<file path="src/rtl/multdiv_pkg.sv">
// -----------------------------------------------------------------------------
// multdiv_pkg
// Shared definitions for the sequential signed multiply/divide unit:
//   - state_e : FSM state encoding (IDLE, MULT, DIV, DONE)
//   - op_e    : operation type (OP_MULT, OP_DIV)
//   - mult_latency / div_latency : accept-to-result_rdy latency in cycles
// Configuration macro: MULTDIV_BOOTH4_EN (radix-4 Booth multiply when defined).
// -----------------------------------------------------------------------------
package multdiv_pkg;

   typedef enum logic [1:0] {
      IDLE = 2'd0,
      MULT = 2'd1,
      DIV  = 2'd2,
      DONE = 2'd3
   } state_e;

   typedef enum logic {
      OP_MULT = 1'b0,
      OP_DIV  = 1'b1
   } op_e;

   // Cycles from the accepting edge to the result_rdy pulse. One cycle per
   // iteration in MULT/DIV plus the cycle spent in DONE.
   function automatic int mult_latency(input int width);
`ifdef MULTDIV_BOOTH4_EN
      return width / 2 + 1;
`else
      return width + 1;
`endif
   endfunction

   function automatic int div_latency(input int width);
      return width + 1;
   endfunction

endpackage

</file>
<file path="src/rtl/booth_recoder.sv">
// -----------------------------------------------------------------------------
// booth_recoder
// Radix-4 Booth partial-product selector. Maps a 3-bit multiplier window
// {b[2i+1], b[2i], b[2i-1]} to {0, +-1, +-2} x multiplicand.
// Only instantiated when MULTDIV_BOOTH4_EN is defined.
// Ports:
//   window_i [2:0]        multiplier bit window
//   mcand_i  [WIDTH-1:0]  signed multiplicand
//   pp_o     [WIDTH+1:0]  signed partial product (two guard bits for 2x)
// -----------------------------------------------------------------------------
module booth_recoder #(
   parameter int WIDTH = 32
) (
   input  logic [2:0]       window_i,
   input  logic [WIDTH-1:0] mcand_i,
   output logic [WIDTH+1:0] pp_o
);

   logic [WIDTH+1:0] m1;
   logic [WIDTH+1:0] m2;

   assign m1 = {{2{mcand_i[WIDTH-1]}}, mcand_i};
   assign m2 = {mcand_i[WIDTH-1], mcand_i, 1'b0};

   always_comb begin
      pp_o = '0;
      case (window_i)
         3'b001, 3'b010: pp_o = m1;
         3'b011:         pp_o = m2;
         3'b100:         pp_o = -m2;
         3'b101, 3'b110: pp_o = -m1;
         default:        pp_o = '0;
      endcase
   end

endmodule

</file>
<file path="src/rtl/multdiv_unit.sv">
// -----------------------------------------------------------------------------
// multdiv_unit
// Sequential signed multiply / divide. Multiply is shift-add on magnitudes
// (or radix-4 Booth on signed operands when MULTDIV_BOOTH4_EN is defined);
// divide is restoring division on magnitudes, truncating toward zero.
// Ports:
//   clock, reset           rising-edge clock, synchronous active-high reset
//   start_mult, start_div  operation requests (multiply wins if both high)
//   operand_A, operand_B   operands, sampled only on the accepting edge
//   result                 product low half or quotient, held between ops
//   exception              overflow / divide-by-zero, valid with result_rdy
//   result_rdy             one-cycle pulse, high while the FSM is in DONE
//   busy                   high while in MULT or DIV
//   state_o                FSM state, for debug and assertion binding
// Handshake: a start is taken on any rising edge where the unit is not busy
// (IDLE or DONE); starts while busy are dropped. There is no backpressure on
// the result side: result/exception must be captured on result_rdy.
// Configuration macro: MULTDIV_BOOTH4_EN.
// -----------------------------------------------------------------------------
module multdiv_unit
   import multdiv_pkg::*;
#(
   parameter int WIDTH = 32,
   parameter int CNT_W = $clog2(WIDTH) + 1
) (
   input  logic             clock,
   input  logic             reset,
   input  logic             start_mult,
   input  logic             start_div,
   input  logic [WIDTH-1:0] operand_A,
   input  logic [WIDTH-1:0] operand_B,
   output logic [WIDTH-1:0] result,
   output logic             exception,
   output logic             result_rdy,
   output logic             busy,
   output state_e           state_o
);

   localparam int MULT_ITERS = mult_latency(WIDTH) - 1;
   localparam int DIV_ITERS  = div_latency(WIDTH) - 1;
`ifdef MULTDIV_BOOTH4_EN
   // Booth partial sums reach +-2x multiplicand: two guard bits.
   localparam int ACC_W = WIDTH + 2;
`else
   localparam int ACC_W = WIDTH + 1;
`endif

   state_e           state_q;
   logic [CNT_W-1:0] cnt_q;
   logic [ACC_W-1:0] acc_q, acc_d;      // product high half / partial remainder
   logic [WIDTH-1:0] lo_q, lo_d;        // multiplier->product low / dividend->quotient
   logic [WIDTH-1:0] mcand_q;           // multiplicand or divisor
   logic             neg_q;             // final result must be negated
   logic [WIDTH-1:0] result_q;
   logic             exception_q;
   logic             result_rdy_q;
   logic             busy_q;

   // ---------------- request decode ----------------
   logic             accept;
   op_e              req_op;
   logic [WIDTH-1:0] mag_a, mag_b;
   logic             ops_neg;
   logic             div_zero;
   logic             last_iter;

   assign accept   = ((state_q == IDLE) || (state_q == DONE)) && (start_mult || start_div);
   assign req_op   = start_mult ? OP_MULT : OP_DIV;
   assign mag_a    = operand_A[WIDTH-1] ? -operand_A : operand_A;
   assign mag_b    = operand_B[WIDTH-1] ? -operand_B : operand_B;
   assign ops_neg  = operand_A[WIDTH-1] ^ operand_B[WIDTH-1];
   assign div_zero = (operand_B == '0);

   assign last_iter = (state_q == MULT) ? (cnt_q == CNT_W'(MULT_ITERS - 1))
                                        : (cnt_q == CNT_W'(DIV_ITERS - 1));

   // ---------------- divide step ----------------
   // Partial remainder is always below the divisor magnitude (<= 2^(WIDTH-1)),
   // so after the shift it fits in WIDTH bits and bit WIDTH of the trial
   // subtraction is a clean borrow flag.
   logic [WIDTH:0] div_shift, div_trial;
   logic           div_borrow;

   assign div_shift  = {acc_q[WIDTH-1:0], lo_q[WIDTH-1]};
   assign div_trial  = div_shift - {1'b0, mcand_q};
   assign div_borrow = div_trial[WIDTH];

   // ---------------- multiply step ----------------
`ifdef MULTDIV_BOOTH4_EN
   logic             b_q, b_d;          // multiplier bit shifted out last step
   logic [ACC_W-1:0] booth_pp, booth_sum;

   booth_recoder #(.WIDTH(WIDTH)) u_booth_recoder (
      .window_i ({lo_q[1:0], b_q}),
      .mcand_i  (mcand_q),
      .pp_o     (booth_pp)
   );

   assign booth_sum = acc_q + booth_pp;
`else
   logic [WIDTH:0] mul_sum;

   assign mul_sum = acc_q + {1'b0, (lo_q[0] ? mcand_q : {WIDTH{1'b0}})};
`endif

   always_comb begin
      acc_d = acc_q;
      lo_d  = lo_q;
`ifdef MULTDIV_BOOTH4_EN
      b_d   = b_q;
`endif
      if (state_q == DIV) begin
         acc_d = ACC_W'(div_borrow ? div_shift : div_trial);
         lo_d  = {lo_q[WIDTH-2:0], ~div_borrow};
      end else begin
`ifdef MULTDIV_BOOTH4_EN
         acc_d = {{2{booth_sum[ACC_W-1]}}, booth_sum[ACC_W-1:2]};
         lo_d  = {booth_sum[1:0], lo_q[WIDTH-1:2]};
         b_d   = lo_q[1];
`else
         acc_d = {1'b0, mul_sum[WIDTH:1]};
         lo_d  = {mul_sum[0], lo_q[WIDTH-1:1]};
`endif
      end
   end

   // ---------------- final result formation ----------------
   // Evaluated from the step outputs so the last iteration and the result
   // write share one edge.
   logic [2*WIDTH-1:0] prod_raw, prod_s;
   logic               mul_exc;
   logic [WIDTH-1:0]   quo_s;
   logic               div_exc;

   assign prod_raw = {acc_d[WIDTH-1:0], lo_d};
`ifdef MULTDIV_BOOTH4_EN
   assign prod_s   = prod_raw;
`else
   assign prod_s   = neg_q ? -prod_raw : prod_raw;
`endif
   // Overflow: upper half plus result sign bit are not all equal.
   assign mul_exc  = ~((&prod_s[2*WIDTH-1:WIDTH-1]) | ~(|prod_s[2*WIDTH-1:WIDTH-1]));
   assign quo_s    = neg_q ? -lo_d : lo_d;
   // A positive quotient with the top bit set only arises from MIN / -1.
   assign div_exc  = ~neg_q & lo_d[WIDTH-1];

   // ---------------- FSM and datapath registers ----------------
   always_ff @(posedge clock) begin
      if (reset) begin
         state_q      <= IDLE;
         cnt_q        <= '0;
         acc_q        <= '0;
         lo_q         <= '0;
         mcand_q      <= '0;
         neg_q        <= 1'b0;
         result_q     <= '0;
         exception_q  <= 1'b0;
         result_rdy_q <= 1'b0;
         busy_q       <= 1'b0;
`ifdef MULTDIV_BOOTH4_EN
         b_q          <= 1'b0;
`endif
      end else begin
         result_rdy_q <= 1'b0;
         case (state_q)
            IDLE, DONE: begin
               state_q <= IDLE;
               busy_q  <= 1'b0;
               if (accept) begin
                  exception_q <= 1'b0;
                  cnt_q       <= '0;
                  acc_q       <= '0;
                  neg_q       <= ops_neg;
                  if (req_op == OP_MULT) begin
                     state_q <= MULT;
                     busy_q  <= 1'b1;
`ifdef MULTDIV_BOOTH4_EN
                     lo_q    <= operand_B;
                     mcand_q <= operand_A;
                     b_q     <= 1'b0;
`else
                     lo_q    <= mag_b;
                     mcand_q <= mag_a;
`endif
                  end else if (div_zero) begin
                     state_q      <= DONE;
                     result_q     <= '0;
                     exception_q  <= 1'b1;
                     result_rdy_q <= 1'b1;
                  end else begin
                     state_q <= DIV;
                     busy_q  <= 1'b1;
                     lo_q    <= mag_a;
                     mcand_q <= mag_b;
                  end
               end
            end
            MULT, DIV: begin
               acc_q <= acc_d;
               lo_q  <= lo_d;
               cnt_q <= cnt_q + 1'b1;
`ifdef MULTDIV_BOOTH4_EN
               b_q   <= b_d;
`endif
               if (last_iter) begin
                  state_q      <= DONE;
                  busy_q       <= 1'b0;
                  result_rdy_q <= 1'b1;
                  if (state_q == MULT) begin
                     result_q    <= prod_s[WIDTH-1:0];
                     exception_q <= mul_exc;
                  end else begin
                     result_q    <= quo_s;
                     exception_q <= div_exc;
                  end
               end
            end
            default: state_q <= IDLE;
         endcase
      end
   end

   assign result     = result_q;
   assign exception  = exception_q;
   assign result_rdy = result_rdy_q;
   assign busy       = busy_q;
   assign state_o    = state_q;

endmodule

</file>
<file path="config.mk">
export PLATFORM = sky130hd
export DESIGN_NAME = multdiv_unit
export DESIGN_NICKNAME = d
export VERILOG_FILES = /design/src/rtl/multdiv_pkg.sv /design/src/rtl/booth_recoder.sv /design/src/rtl/multdiv_unit.sv
export SDC_FILE = /design/constraint.sdc
export NUM_CORES = 1
export LEC_CHECK = 0
export ABC_AREA = 0
export BUFFER_PORTS_ARGS = -buffer_cell sky130_fd_sc_hd__buf_2
export CELL_PAD_IN_SITES_DETAIL_PLACEMENT = 2
export CELL_PAD_IN_SITES_GLOBAL_PLACEMENT = 2
export CORE_UTILIZATION = 27
export CTS_CLUSTER_SIZE = 25
export DETAILED_ROUTE_END_ITERATION = 10
export MAX_ROUTING_LAYER = met4
export PLACE_DENSITY = 0.75
export SYNTH_ARGS = -nofsm -noshare
export SYNTH_HDL_FRONTEND = slang
export SYNTH_SLANG_ARGS = --single-unit
</file>
<file path="constraint.sdc">
create_clock -name clock -period 11.99 [get_ports clock]
set_input_delay 0.5995 -clock clock [delete_from_list [all_inputs] [get_ports clock]]
set_output_delay 0.5995 -clock clock [all_outputs]
set_load 0.02 [all_outputs]
</file>
Word level (Yosys, flattened, before mapping) --
Cells that the tools add are included.
Storage, ports and cells: input bits 68, output and inout port bits 37, word-level logic and storage cells 91, bits in registers 141
Cells by class: equality and inequality tests 10, bitwise gates (word level) 7, reductions and logical operators 14, multiplexer cells 43, add/sub/neg operators 7
Operators by type and width (number):
- $mux W32 | 15
- $pmux W32 S2 | 2
- $mux W33 | 3
- $neg A32 Y32 | 3
- $pmux W33 S2 | 1
- $mux W64 | 1
- $neg A64 Y64 | 1
- $add A33 B32 Y33 | 1
- $reduce_and A33 Y1 | 1
- $reduce_or A33 Y1 | 1
- $sub A33 B32 Y33 | 1
- $logic_not A32 Y1 | 1
- $mux W1 | 12
- $pmux W6 S2 | 1
- $ne A2 B2 Y1 const B | 5
- $add A6 B1 Y6 const B | 1
- $eq A6 B5 Y1 const B | 1
- $mux W2 | 3
- $mux W6 | 1
- $pmux W1 S2 | 3
- $reduce_and A2 Y1 | 3
- $eq A2 B2 Y1 const B | 2
- $not A1 Y1 | 4
- $pmux W2 S2 | 1
- other kinds (11) | 13

Longest topological paths before layout --
depth after elaboration 12, depth in mapped cells 31, gate-level depth less buffers 31

Least setup slack after synthesis --
No wires, ideal clock.
path kind register to register, start point register state_q[1] (netlist: state_o[1]), end point register exception_q (netlist: exception), arrival time 6634 ps, period minus slack after synthesis 6761 ps, stages on the path, launching flop included 27, buffers on the path 11, setup slack 5229 ps, cell sequence dfxtp_1 ha_1 buf_6 buf_6 buf_6 buf_4 buf_2 buf_2 buf_1 buf_1 buf_1 clkbuf_1 clkbuf_1 mux2i_1 ha_1 o211ai_2 or4_4 or4b_4 nor4_4 nand4_2 or3_4 o21ai_1 nand4_1 a211o_1 nor4_1 a31oi_1 a2bb2oi_1
Between the ends: longest elaborated chain between the ends 11
Ends and longest elaborated chain:
- start, declared | RTL line multdiv_unit.sv:48 | state_e state_q;
- start signal, assigned | RTL line multdiv_unit.sv:150 | state_q <= IDLE;
- start signal, assigned | RTL line multdiv_unit.sv:167 | state_q <= IDLE;
- start signal, assigned | RTL line multdiv_unit.sv:175 | state_q <= MULT;
- $eq A2 B2 Y1 | RTL line multdiv_unit.sv:112, multdiv_unit.sv:165
- $mux W32 / $mux W33 (equally long branches) | RTL line multdiv_unit.sv:112 | if (state_q == DIV) begin
- $neg A64 Y64 | RTL line multdiv_unit.sv:139 | assign prod_s = neg_q ? -prod_raw : prod_raw;
- $mux W64 | RTL line multdiv_unit.sv:139
- $reduce_or A33 Y1 | RTL line multdiv_unit.sv:142 | assign mul_exc = ~((&prod_s[2*WIDTH-1:WIDTH-1]) | ~(|prod_s[2*WIDTH-1:WIDTH-1]));
- $not A1 Y1 | RTL line multdiv_unit.sv:142
- $or A1 B1 Y1 | RTL line multdiv_unit.sv:142
- $not A1 Y1 | RTL line multdiv_unit.sv:142
- $mux W1 | RTL line multdiv_unit.sv:209 | if (state_q == MULT) begin
- $mux W1 | RTL line multdiv_unit.sv:205 | if (last_iter) begin
- $pmux W1 S2 | RTL line multdiv_unit.sv:165 | case (state_q)
- end signal, assigned | RTL line multdiv_unit.sv:211 | exception_q <= mul_exc;
- end signal, assigned | RTL line multdiv_unit.sv:214 | exception_q <= div_exc;
- end, declared | RTL line multdiv_unit.sv:55 | logic exception_q;
Parallel ways exist; a longest one is shown, timed or not. The select of a mux whose other input is x is not followed. A chain may end at the register's enable or synchronous reset.

Final worst setup path --
start point register lo_q[31], end point register exception_q (netlist: exception)
Between the ends: longest elaborated chain between the ends 12
Ends and longest elaborated chain:
- start, declared | RTL line multdiv_unit.sv:51 | logic [WIDTH-1:0] lo_q, lo_d;
- start signal, assigned | RTL line multdiv_unit.sv:182 | lo_q <= mag_b;
- start signal, assigned | RTL line multdiv_unit.sv:193 | lo_q <= mag_a;
- start signal, assigned | RTL line multdiv_unit.sv:200 | lo_q <= lo_d;
- $sub A33 B32 Y33 | RTL line multdiv_unit.sv:85 | assign div_trial = div_shift - {1'b0, mcand_q};
- $mux W33 / $not A1 Y1 (equally long branches) | RTL line multdiv_unit.sv:113, multdiv_unit.sv:114
- $mux W33 / $mux W32 (equally long branches) | RTL line multdiv_unit.sv:112
- $neg A64 Y64 | RTL line multdiv_unit.sv:139
- $mux W64 * | RTL line multdiv_unit.sv:139
- $reduce_or A33 Y1 | RTL line multdiv_unit.sv:142
- $not A1 Y1 | RTL line multdiv_unit.sv:142
- $or A1 B1 Y1 * | RTL line multdiv_unit.sv:142
- $not A1 Y1 * | RTL line multdiv_unit.sv:142
- $mux W1 * | RTL line multdiv_unit.sv:209
- $mux W1 * | RTL line multdiv_unit.sv:205
- $pmux W1 S2 * | RTL line multdiv_unit.sv:165
Every way passes the cells marked *; elsewhere a longest branch is shown, timed or not. The select of a mux whose other input is x is not followed.

==> results.toml <==
[clock_tree]
clock_path_buffers = 2
cts-root-buf = "clkbuf_16"
clkSinkCount = 141
cts_resized = 0
clk_transition_reported_paths_ns = 0.08
clk_latency_ns = 0.49
cts_setup_buffers = 0
cts_max_level = 4
holdBufCountCts = 0
cts-buffers-inserted = 17
cts_tree = "yes"

[layout]
area_growth_syn_to_layout_pct = 11.5
drive_above_1_share = 0.103
layout_commonest_cell = "nor2_1"
nNetsFinal = 2194
final_cell_mix = "246 x nor2_1, 192 x nand2_1, 164 x o21ai_0"
diodes = 0

[setup_path]
startpoint = "lo_q[31]"
endpoint_kind = "register"
worstSetupPathType = "register to register"
r2r_cells = 31
max_stage_delay_ns = 0.63
cp_top_family = "simple AND/OR/NAND/NOR gates"
crit_buf_inv = 4
path_max_fanout = 27
setup.worst_path.end = "exception"
r2r_slack_ns = 3.00
cp.arrival_ns = 9.34
cp.required_ns = 12.34
slowest_stage = "or4_1"
crit_cells = 31
rr_endpoint = "exception"
timing.rr.start = "lo_q[31]"
startpoint_type = "register"

[synthesis]
syn_area_per_cell_um2 = 7.14
synth_nets = 2175
syn_area_mm2 = 0.0145
ys_warn_count = 0
synth_edf_count = 0
synth-seq-area-share = 0.194
ys_async_sr_fraction = 0
synthFlopType = "dfxtp_1"
syn_inst = 2034
ys_seq_elements = 141
synth.largest_area_cell = "dfxtp_1"
synth.area.top_cells = "dfxtp_1 19%, nor2_1 6.4%, ha_1 6.1%"
ys_types = 89
synth_top_cell_area_share = 0.194

[power_and_ir_drop]
swShare = 0.579
power.density_mw_per_mm2 = 275
peakVddDrop_v = 0.000148
p_clk_frac = 0.129
power_mw = 4.45
combPwrFrac = 0.706
p_int_mw = 1.87
p_sw_mw = 2.58
power.sequential.fraction = 0.165
p_leak_nw = 6.29

[routing]
viasPerCell = 5.81
wl_per_cell_um = 24.1
drt_iter0_markers = 787
postRouteWirelength_mm = 66.5
drc_errors = 0
drtPass1Iterations = 5
vias = 16000
ant_nets = 0

[floorplan]
dieHeight_um = 234
core_mm2 = 0.0529
die_area_mm2 = 0.0547
io_pins = 105
fp.dieW_um = 234
initial_core_util = 0.275
fp-row-count = 84

[global_route]
grt_max_degree = 100
grt_pass1_wl_mm = 100
grt_pass1_vias = 16500
track_usage = 0.247
grt_overflow_total = 0
antenna_found_initial = 0

[placement]
pre_cts_ws_ns = 3.24
place.gp.congestion = 0.960
dpl.hpwl_mm = 51.9
io_buffers = 104

[sta]
fin_ws_ns = 3.00
worst_slew_pin_slew_ns = 1.11
finalSetupTns_ns = 0
rsz0062_at_grt = "false"
finClkSkew_ns = 0.0194
slew_viol_final = 0
finalSetupViolCount = 0
post-route-period-util = 0.750
slew_headroom = 0.258
fmax_mhz = 111
hold_ws_ns = 0.477
finalCriticalPeriod_ns = 8.99
finalHoldViolCount = 0

[flow_run]
maxCapViolations = 0

[run_status]
status = "completed"

[worst_hold_path]
min_path_type = "register to register"
-- worst min path at each step --
stage,startpoint,endpoint,cells after the start
after global routing,busy,busy,2
final,busy,busy,2
after CTS,busy,busy,2
after floorplan,mcand_q[25],mcand_q[25],2
after detailed placement,busy,busy,2
after global placement,result[6],result[6],2
-- state kept, by name (all words and copies together), names as in the netlist --
signal      cells
acc_q          33
lo_q           32
mcand_q        32
result         32
cnt_q           6
state_o         2
busy            1
exception       1
neg_q           1
result_rdy      1
-- synthesized netlist by cell type (all sizes together) (8+ instances only) --
cell type and count:
nor3 65, a211oi 29, mux2 9, or4 17, nor2b 24, nor2 247
a21o 27, nand3 33, inv 67, o31ai 34, or2 14, a22oi 44
nand2b 10, o21a 9, and2 41, o22ai 11, o21ai 171, and3 13
a31oi 27, nor4 19, clkbuf 104, a211o 9, dfxtp 141, mux2i 79
a21oi 123, or3 27, o41ai 9, xnor2 77, buf 22, nor3b 11
and4 8, nand2 193, xor2 62, o211ai 75, ha 71, nand4 26
-- cell families after synthesis --
family          count (synthesis)  share of synthesized area
xor+xnor                      139                     0.0839
mux                            88                     0.0623
fa+ha+maj                      73                     0.0640
flops                         141                      0.194
compound gates                630                      0.283
buf+inv                       195                     0.0539
simple gates                  768                      0.258
-- routing by layer --
metal | wire length [um] | GRT usage | up-vias
li1 | - | - | 7478
met1 | 30000 | 0.304 | 8130
met2 | 32900 | 0.426 | 303
met3 | 1830 | 0.0225 | 76
met4 | 1780 | 0.0761 | 0
met5 | 0 | - | -
-- through the flow --
stage	utilization	instance area, um^2	instances
6_report	0.306	16200	2754
5_1_grt	0.306	16200	2754
4_1_cts	0.306	16200	2754
3_5_place_dp	0.294	15600	2722
3_3_place_gp	0.294	15600	2722
2_1_floorplan	-	14500	2034
-- power by group through the flow --
stage	Clock [mW]	Combinational (mW)	Sequential, mW
after global placement	0	3.02	0.731
after CTS	0.581	3.13	0.730
after detailed placement	0	3.10	0.740
after floorplan	0	2.10	0.693
after global routing	0.598	3.38	0.746
final	0.573	3.14	0.733
-- final cells by class --
cell class	instances	area, um^2
inverters	69	259
fillers	6298	36700
clock buffers	17	425
flip-flops and latches	141	2820
repair buffers	126	691
well taps	688	861
clock inverters	15	190
multi-input cells	1698	10900
-- worst reg2reg max path, delay by kind of cell, from the launching register on --
kind,cells,cell delay [ns]
simple gates,10,3.13
flops,1,0.41
buf+inv,4,0.66
xor+xnor,1,0.22
fa+ha+maj,4,1.41
compound gates,12,3.03
(Power assumes the default switching activity.)
